## src/rtl/cr_writer.sv

```systemverilog
// Key-guarded runtime loader for the CR definition table; seals the table and serves it read-only to the monitor.
// Optional readback through the DATA/INDEX registers is built when CR_READBACK_EN is defined.
module cr_writer #(
  parameter int unsigned ENTRIES   = 16,
  parameter logic [13:0] BASE_ADDR = 14'h00C8,
  parameter logic [15:0] KEY0      = 16'hA5C3,
  parameter logic [15:0] KEY1      = 16'h5A3C
) (
  input  logic        mclk,
  input  logic        reset_n,
  input  logic [13:0] per_addr,
  input  logic [15:0] per_din,
  input  logic        per_en,
  input  logic [1:0]  per_we,
  output logic [15:0] per_dout,
  input  logic [7:0]  cr_rd_idx,
  output logic [15:0] cr_rd_data,
  output logic [7:0]  cr_count,
  output logic        cr_valid
);

  // state  | meaning
  // IDLE   | locked, waiting for KEY0
  // ARMED  | KEY0 seen, waiting for KEY1
  // LOAD   | DATA writes append entries
  // SEALED | table frozen and visible to the monitor
  typedef enum logic [1:0] {
    S_IDLE   = 2'b00,
    S_ARMED  = 2'b01,
    S_LOAD   = 2'b10,
    S_SEALED = 2'b11
  } state_t;

  localparam int unsigned IDX_W     = (ENTRIES > 1) ? $clog2(ENTRIES) : 1;
  localparam logic [7:0]  ENTRIES_L = 8'(ENTRIES);

  state_t      state, state_nxt;
  logic [7:0]  count, count_nxt;
  logic        err, err_nxt;
  logic        store;
  logic [15:0] entry [ENTRIES];

  // Unsigned wrap makes addresses below BASE_ADDR miss as well.
  logic [13:0] off_full;
  logic [1:0]  offset;
  logic        hit, wr_acc, rd_acc, wr_ctrl, wr_data, bad_we;

  assign off_full = per_addr - BASE_ADDR;
  assign offset   = off_full[1:0];
  assign hit      = per_en && (off_full < 14'd3);
  assign wr_acc   = hit && (per_we == 2'b11);
  assign rd_acc   = hit && (per_we == 2'b00);
  assign wr_ctrl  = wr_acc && (offset == 2'd0);
  assign wr_data  = wr_acc && (offset == 2'd1);
  assign bad_we   = hit && (per_we != 2'b00) && (per_we != 2'b11) && (offset != 2'd2);

  always_ff @(posedge mclk or negedge reset_n) begin
    if (!reset_n) begin
      state <= S_IDLE;
      count <= '0;
      err   <= 1'b0;
      for (int i = 0; i < ENTRIES; i++) entry[i] <= '0;
    end else begin
      state <= state_nxt;
      count <= count_nxt;
      err   <= err_nxt;
      if (store) entry[count[IDX_W-1:0]] <= per_din;
    end
  end

  always_comb begin
    state_nxt = state;
    count_nxt = count;
    err_nxt   = err | bad_we;
    store     = 1'b0;
    case (state)
      S_IDLE: begin
        if (wr_ctrl && (per_din == KEY0)) state_nxt = S_ARMED;
      end
      S_ARMED: begin
        if (wr_ctrl && (per_din == KEY1)) begin
          state_nxt = S_LOAD;
          count_nxt = '0;
        end else if (wr_ctrl || wr_data) begin
          state_nxt = S_IDLE;
          err_nxt   = 1'b1;
        end
      end
      S_LOAD: begin
        if (wr_data) begin
          store     = 1'b1;
          count_nxt = count + 8'd1;
          if ((count + 8'd1) == ENTRIES_L) state_nxt = S_SEALED;
        end else if (wr_ctrl) begin
          if (per_din == 16'h0001) begin
            state_nxt = S_SEALED;
          end else begin
            state_nxt = S_IDLE;
            err_nxt   = 1'b1;
            count_nxt = '0;
          end
        end
      end
      default: ;
    endcase
  end

  assign cr_valid   = (state == S_SEALED);
  assign cr_count   = count;
  assign cr_rd_data = (cr_valid && (cr_rd_idx < count)) ? entry[cr_rd_idx[IDX_W-1:0]] : 16'h0000;

  logic [15:0] stat;
  assign stat = {err, state, 5'b00000, count};

`ifdef CR_READBACK_EN
  logic [7:0]  rb_idx;
  logic [15:0] rb_data;
  logic        wr_index, rd_data_reg;

  assign wr_index    = wr_acc && (offset == 2'd2);
  assign rd_data_reg = rd_acc && (offset == 2'd1);
  assign rb_data     = (cr_valid && (rb_idx < count)) ? entry[rb_idx[IDX_W-1:0]] : 16'h0000;

  // Pointer wraps to 0 once it passes the last loaded entry.
  always_ff @(posedge mclk or negedge reset_n) begin
    if (!reset_n) begin
      rb_idx <= '0;
    end else if (wr_index) begin
      rb_idx <= per_din[7:0];
    end else if (rd_data_reg) begin
      if (({1'b0, rb_idx} + 9'd1) >= {1'b0, count}) rb_idx <= '0;
      else rb_idx <= rb_idx + 8'd1;
    end
  end

  always_comb begin
    per_dout = '0;
    if (rd_acc) begin
      case (offset)
        2'd0:    per_dout = stat;
        2'd1:    per_dout = rb_data;
        2'd2:    per_dout = {8'h00, rb_idx};
        default: per_dout = '0;
      endcase
    end
  end
`else
  always_comb begin
    per_dout = '0;
    if (rd_acc && (offset == 2'd0)) per_dout = stat;
  end
`endif

endmodule

```

## config.mk

```make
export PLATFORM = sky130hd
export DESIGN_NAME = cr_writer
export DESIGN_NICKNAME = d
export VERILOG_FILES = /design/src/rtl/cr_writer.sv
export SDC_FILE = /design/constraint.sdc
export NUM_CORES = 1
export LEC_CHECK = 0
export CAP_MARGIN = 20
export CORE_ASPECT_RATIO = 0.9
export CORE_MARGIN = 2
export CORE_UTILIZATION = 35
export DETAILED_ROUTE_END_ITERATION = 16
export SYNTH_ARGS = -nofsm -noshare
export SYNTH_HDL_FRONTEND = slang
export SYNTH_SLANG_ARGS = --single-unit
```

## constraint.sdc

```tcl
create_clock -name mclk -period 4 [get_ports mclk]
set_input_delay 0.8 -clock mclk [delete_from_list [all_inputs] [get_ports mclk]]
set_output_delay 0.8 -clock mclk [all_outputs]
set_load 0.05 [all_outputs]
```

### After elaboration in Yosys (flattened, before gate mapping)

Index checks and enable logic that the tools add are counted.

| word-level totals | value |
|---|---|
| bits in registers | 267 |
| input port bits | 43 |
| output and inout port bits | 41 |
| word-level logic and storage cells | 97 |

| cells by class | value |
|---|---|
| $add $sub $neg | 2 |
| $lt $le $gt $ge | 5 |
| eq/ne operators | 17 |
| mux-type cells | 29 |
| bitwise logic cells | 3 |
| reductions and logical operators | 22 |

Operator list:

| kind | number |
|---|---|
| bitwise mux 256 bit | 1 |
| 2-to-1 mux 16 bit | 5 |
| binary-select mux 16 bit (select 4 bit) | 1 |
| demux 16 bit (select 4 bit) | 1 |
| 2-to-1 mux 8 bit | 4 |
| equality test 16 x 1 -> 1 bit (second input constant) | 1 |
| equality test 16 x 15 -> 1 bit (second input constant) | 1 |
| equality test 16 bit (second input constant) | 1 |
| case mux 8 bit (2 select lines) | 1 |
| less-than comparator 14 x 2 -> 1 bit (second input constant) | 1 |
| 2-to-1 mux 2 bit | 7 |
| subtractor 14 x 8 -> 14 bit (second input constant) | 1 |
| logical AND 1 bit | 13 |
| != test 3 bit (second input constant) | 4 |
| >= comparator 5 bit (second input constant) | 2 |
| NOT 4 -> 5 bit | 2 |
| adder 8 x 1 -> 8 bit (second input constant) | 1 |
| equality test 8 x 5 -> 1 bit (second input constant) | 1 |
| less-than comparator 8 bit | 1 |
| != test 2 bit (second input constant) | 4 |
| 2-to-1 mux 1 bit | 7 |
| equality test 2 bit (second input constant) | 3 |
| logical NOT 2 bit | 3 |
| case mux 2 bit (3 select lines) | 1 |
| other kinds (9) | 11 |

### Depth between registers and ports, before layout

| logic depth | value |
|---|---|
| word-level depth | 11 |
| gate-level depth with buffers | 9 |
| mapped depth without buffers | 7 |

### Least setup slack after synthesis

Ideal clock, no wire load.

| timing | value |
|---|---|
| path kind | input to output |
| start point | input per_addr[3] |
| end point | output per_dout[0] |
| data arrival time | 3.254 ns |
| required time | 3.200 ns |
| setup slack | -0.054 ns |
| stages on the path | 6 |
| buffers on the path | 1 |
| cell sequence | inv_1 -> ha_1 -> nor4b_4 -> nand4_4 -> clkbuf_1 -> nor4_1 |

| between the ends | value |
|---|---|
| cells in the longest elaborated chain, start to end | 6 |

Ends and longest elaborated chain:

| element | RTL line | RTL |
|---|---|---|
| start: declaration | 11 | `input logic [13:0] per_addr,` |
| subtractor 14 x 8 -> 14 bit | 48 | `assign off_full = per_addr - BASE_ADDR;` |
| less-than comparator 14 x 2 -> 1 bit | 50 | `assign hit = per_en && (off_full < 14'd3);` |
| logical AND 1 bit | 50 |  |
| logical AND 1 bit | 52 | `assign rd_acc = hit && (per_we == 2'b00);` |
| logical AND 1 bit | 150 | `if (rd_acc && (offset == 2'd0)) per_dout = stat;` |
| 2-to-1 mux 16 bit | 150 |  |
| end: declaration | 15 | `output logic [15:0] per_dout,` |

No other way between the ends.

### Worst setup path in the final report

| timing | value |
|---|---|
| start point | register count[1] (netlist: cr_count[1]) |
| end point | output cr_rd_data[1] |

| between the ends | value |
|---|---|
| cells in the longest elaborated chain, start to end | 3 |

Ends and longest elaborated chain:

| element | RTL line | RTL |
|---|---|---|
| start: declaration | 38 | `logic [7:0] count, count_nxt;` |
| start signal: assignment | 65 | `count <= count_nxt;` |
| less-than comparator 8 bit | 110 | `assign cr_rd_data = (cr_valid && (cr_rd_idx < count)) ? entry[cr_rd_idx[IDX_W-1:0]] : 16'h0000;` |
| logical AND 1 bit | 110 |  |
| 2-to-1 mux 16 bit | 110 |  |
| end: declaration | 17 | `output logic [15:0] cr_rd_data,` |

No other way between the ends.

==> results.ini <==
[cts]
post_cts_resized=0
clock_sinks=267
clk_pin_slew_worst_paths_ns=0.06
htree_levels=1
cts-buffers-inserted=30
cts_hold_buf=0
cts_buffer_depth=3
worst_skew_pair.late_latency_ns=0.55
cts_root_buf=clkbuf_16
post-cts-setup-buffers=0
tritoncts=built

[grt]
track_usage_pct=17.3
grt_max_degree=86
grt_pass1_vias=8337
grt_pass1_wl_mm=52.5
antenna_found_initial=1
grt_overflow=0

[sta]
whs_ns=0.219
rsz0062_at_grt=no
min_period_ns=3.77
clock_skew_ns=0.0107
maxSlewViolCount=0
timing.fmax_mhz=265
hold_viol=0
slew_headroom_pct=51.1
min_period_over_period_pct=94.2
finalSetupViolations=0
worstMarginPinSlew_ns=0.730

[route]
drc=0
drt_iter0_markers=359
vias=7738
vias_per_cell=5.32
wl_per_cell_um=23.2
drtAntennaViolNets=0
wl_mm=33.8
drtPass1Iterations=4

[hold_path]
hold_class=in2async

[cells_and_area]
final_common_cell=dfrtp_1
drive_above_1_share_pct=50.9
utilization_pct=42.8
antenna_cells=0
area_growth_syn_to_layout_pct=21.1
fin_nets=999
layout_common_cells=dfrtp_1 (267), mux2_2 (156), mux2_4 (100), mux4_2 (80), clkdlybuf4s50_1 (47)

[yosys]
synthCells=842
synth_edf_count=0
yosysSeqAreaShare_pct=49.6
synthTopCellsByArea=dfrtp_1 (50%), mux4_2 (13%), mux2_2 (13%), mux2_4 (11%), ha_1 (1.5%)
synth_ff_type=dfrtp_1
synth_top_area_share_pct=49.6
synth_async_sr_flop_share_pct=100
syn_area_sq_um=13500
synth_top_area_cell=dfrtp_1
synth_seq_cells=267
synth_cell_types=55
syn_area_per_cell_sq_um=16.0
yosys_warnings=0

[floorplanning]
core_area_sq_um=38100
fp.dieW_um=211
rows=68
design.portCount=84
start_util_pct=35.3
fp.dieH_um=190
die_area_sq_um=40100

[power]
p_leak_nw=7.80
ir_worst_vdd_uv=331
p_per_area_nw_per_um2=360

[worst_setup_path]
critPathRequiredTime_ns=3.20
endpoint_kind=output port
worstPathArrival_ns=2.97
crit_type=reg2out
reg2regPathDepth=7
cp-start-kind=flip-flop
cp_max_fo=16

[job]
drv_cap=0

[placement]
place.gp.congestion=0.759
hpwl_mm=20.8
io_buffers=78

[outcome]
status=finished, final reports clean

-- through the flow --
| step | instance area (sq um) | power, mW | TNS, ns | std cells | setup WS (ns) |
|---|---|---|---|---|---|
| floorplan | 13500 | 2.87 | -0.541 | 846 | -0.0541 |
| global placement | 15300 | 3.05 | 0 | 1398 | 0.304 |
| detailed placement | 15300 | 3.05 | 0 | 1398 | 0.275 |
| CTS | 16300 | 5.93 | 0 | 1454 | 0.174 |
| global route | 16300 | 6.06 | 0 | 1454 | 0.0454 |
| finish | 16300 | 5.87 | 0 | 1454 | 0.232 |
-- worst paths after layout --
kind / start / end / slack, ns
worst max-delay path: cr_count[1] / cr_rd_data[1] / 0.23
worst min-delay path: reset_n / entry[168] / 0.22
worst max register to register: state[0] / entry[45] / 1.55
worst min register to register: entry[48] / entry[48] / 0.50
max in group asynchronous: reset_n / cr_count[0] / 2.82
min in group mclk: entry[48] / entry[48] / 0.50
-- power by group --
part	internal, mW	switching (mW)
Combinational	0.105	0.184
Clock	1.77	1.11
Sequential	2.70	0.0000361
Total	4.57	1.29
-- registers in the layout, indices dropped and copies added, names as in the netlist --
register	flops
state	2
cr_count	8
err	1
entry	256
-- critical path, cell delays in order (launching register included) --
cell	delay (ns)
dfrtp_1	0.44
inv_1	0.19
ha_1	0.27
a21o_1	0.16
a21o_1	0.23
a211o_1	0.30
buf_4	0.23
a21boi_0	0.39
buf_12	0.20
-- area by class of cell --
cell class | count | area, sq um
fillers | 3413 | 21800
clock buffers | 50 | 967
multi-input cells | 495 | 6370
well taps | 490 | 613
clock inverters | 6 | 86.3
repair buffers | 128 | 1520
flip-flops and latches | 267 | 6680
inverters | 18 | 67.6
-- logic make-up after synthesis --
kind of cell    Yosys count  share of synthesized area (%)
compound gates           46                           2.48
xor+xnor                  2                          0.130
fa+ha+maj                16                           1.49
buf+inv                  84                           3.32
flops                   267                           49.6
mux                     339                           37.8
other cells               1                         0.0278
simple gates             87                           5.18
-- synthesized netlist by cell type, types with 6 or more instances --
library cell / instances
clkbuf_1: 33
mux2_4: 100
inv_1: 18
buf_2: 14
buf_6: 10
buf_4: 6
nand4_1: 8
a21boi_0: 16
mux2_2: 156
nand2_1: 9
nor4_1: 15
mux4_2: 80
nand3_4: 10
ha_1: 16
nor2_1: 8
dfrtp_1: 267
-- per-layer routing --
metal | vias up | part of all wire (%) | track usage, %
li1 | 3384 | - | -
met1 | 4151 | 45 | 23.3
met2 | 152 | 49 | 29.3
met5 | - | 0 | 0
met3 | 51 | 3.7 | 2.53
met4 | 0 | 2.4 | 4.55
Power figures use the tool's default switching activity.
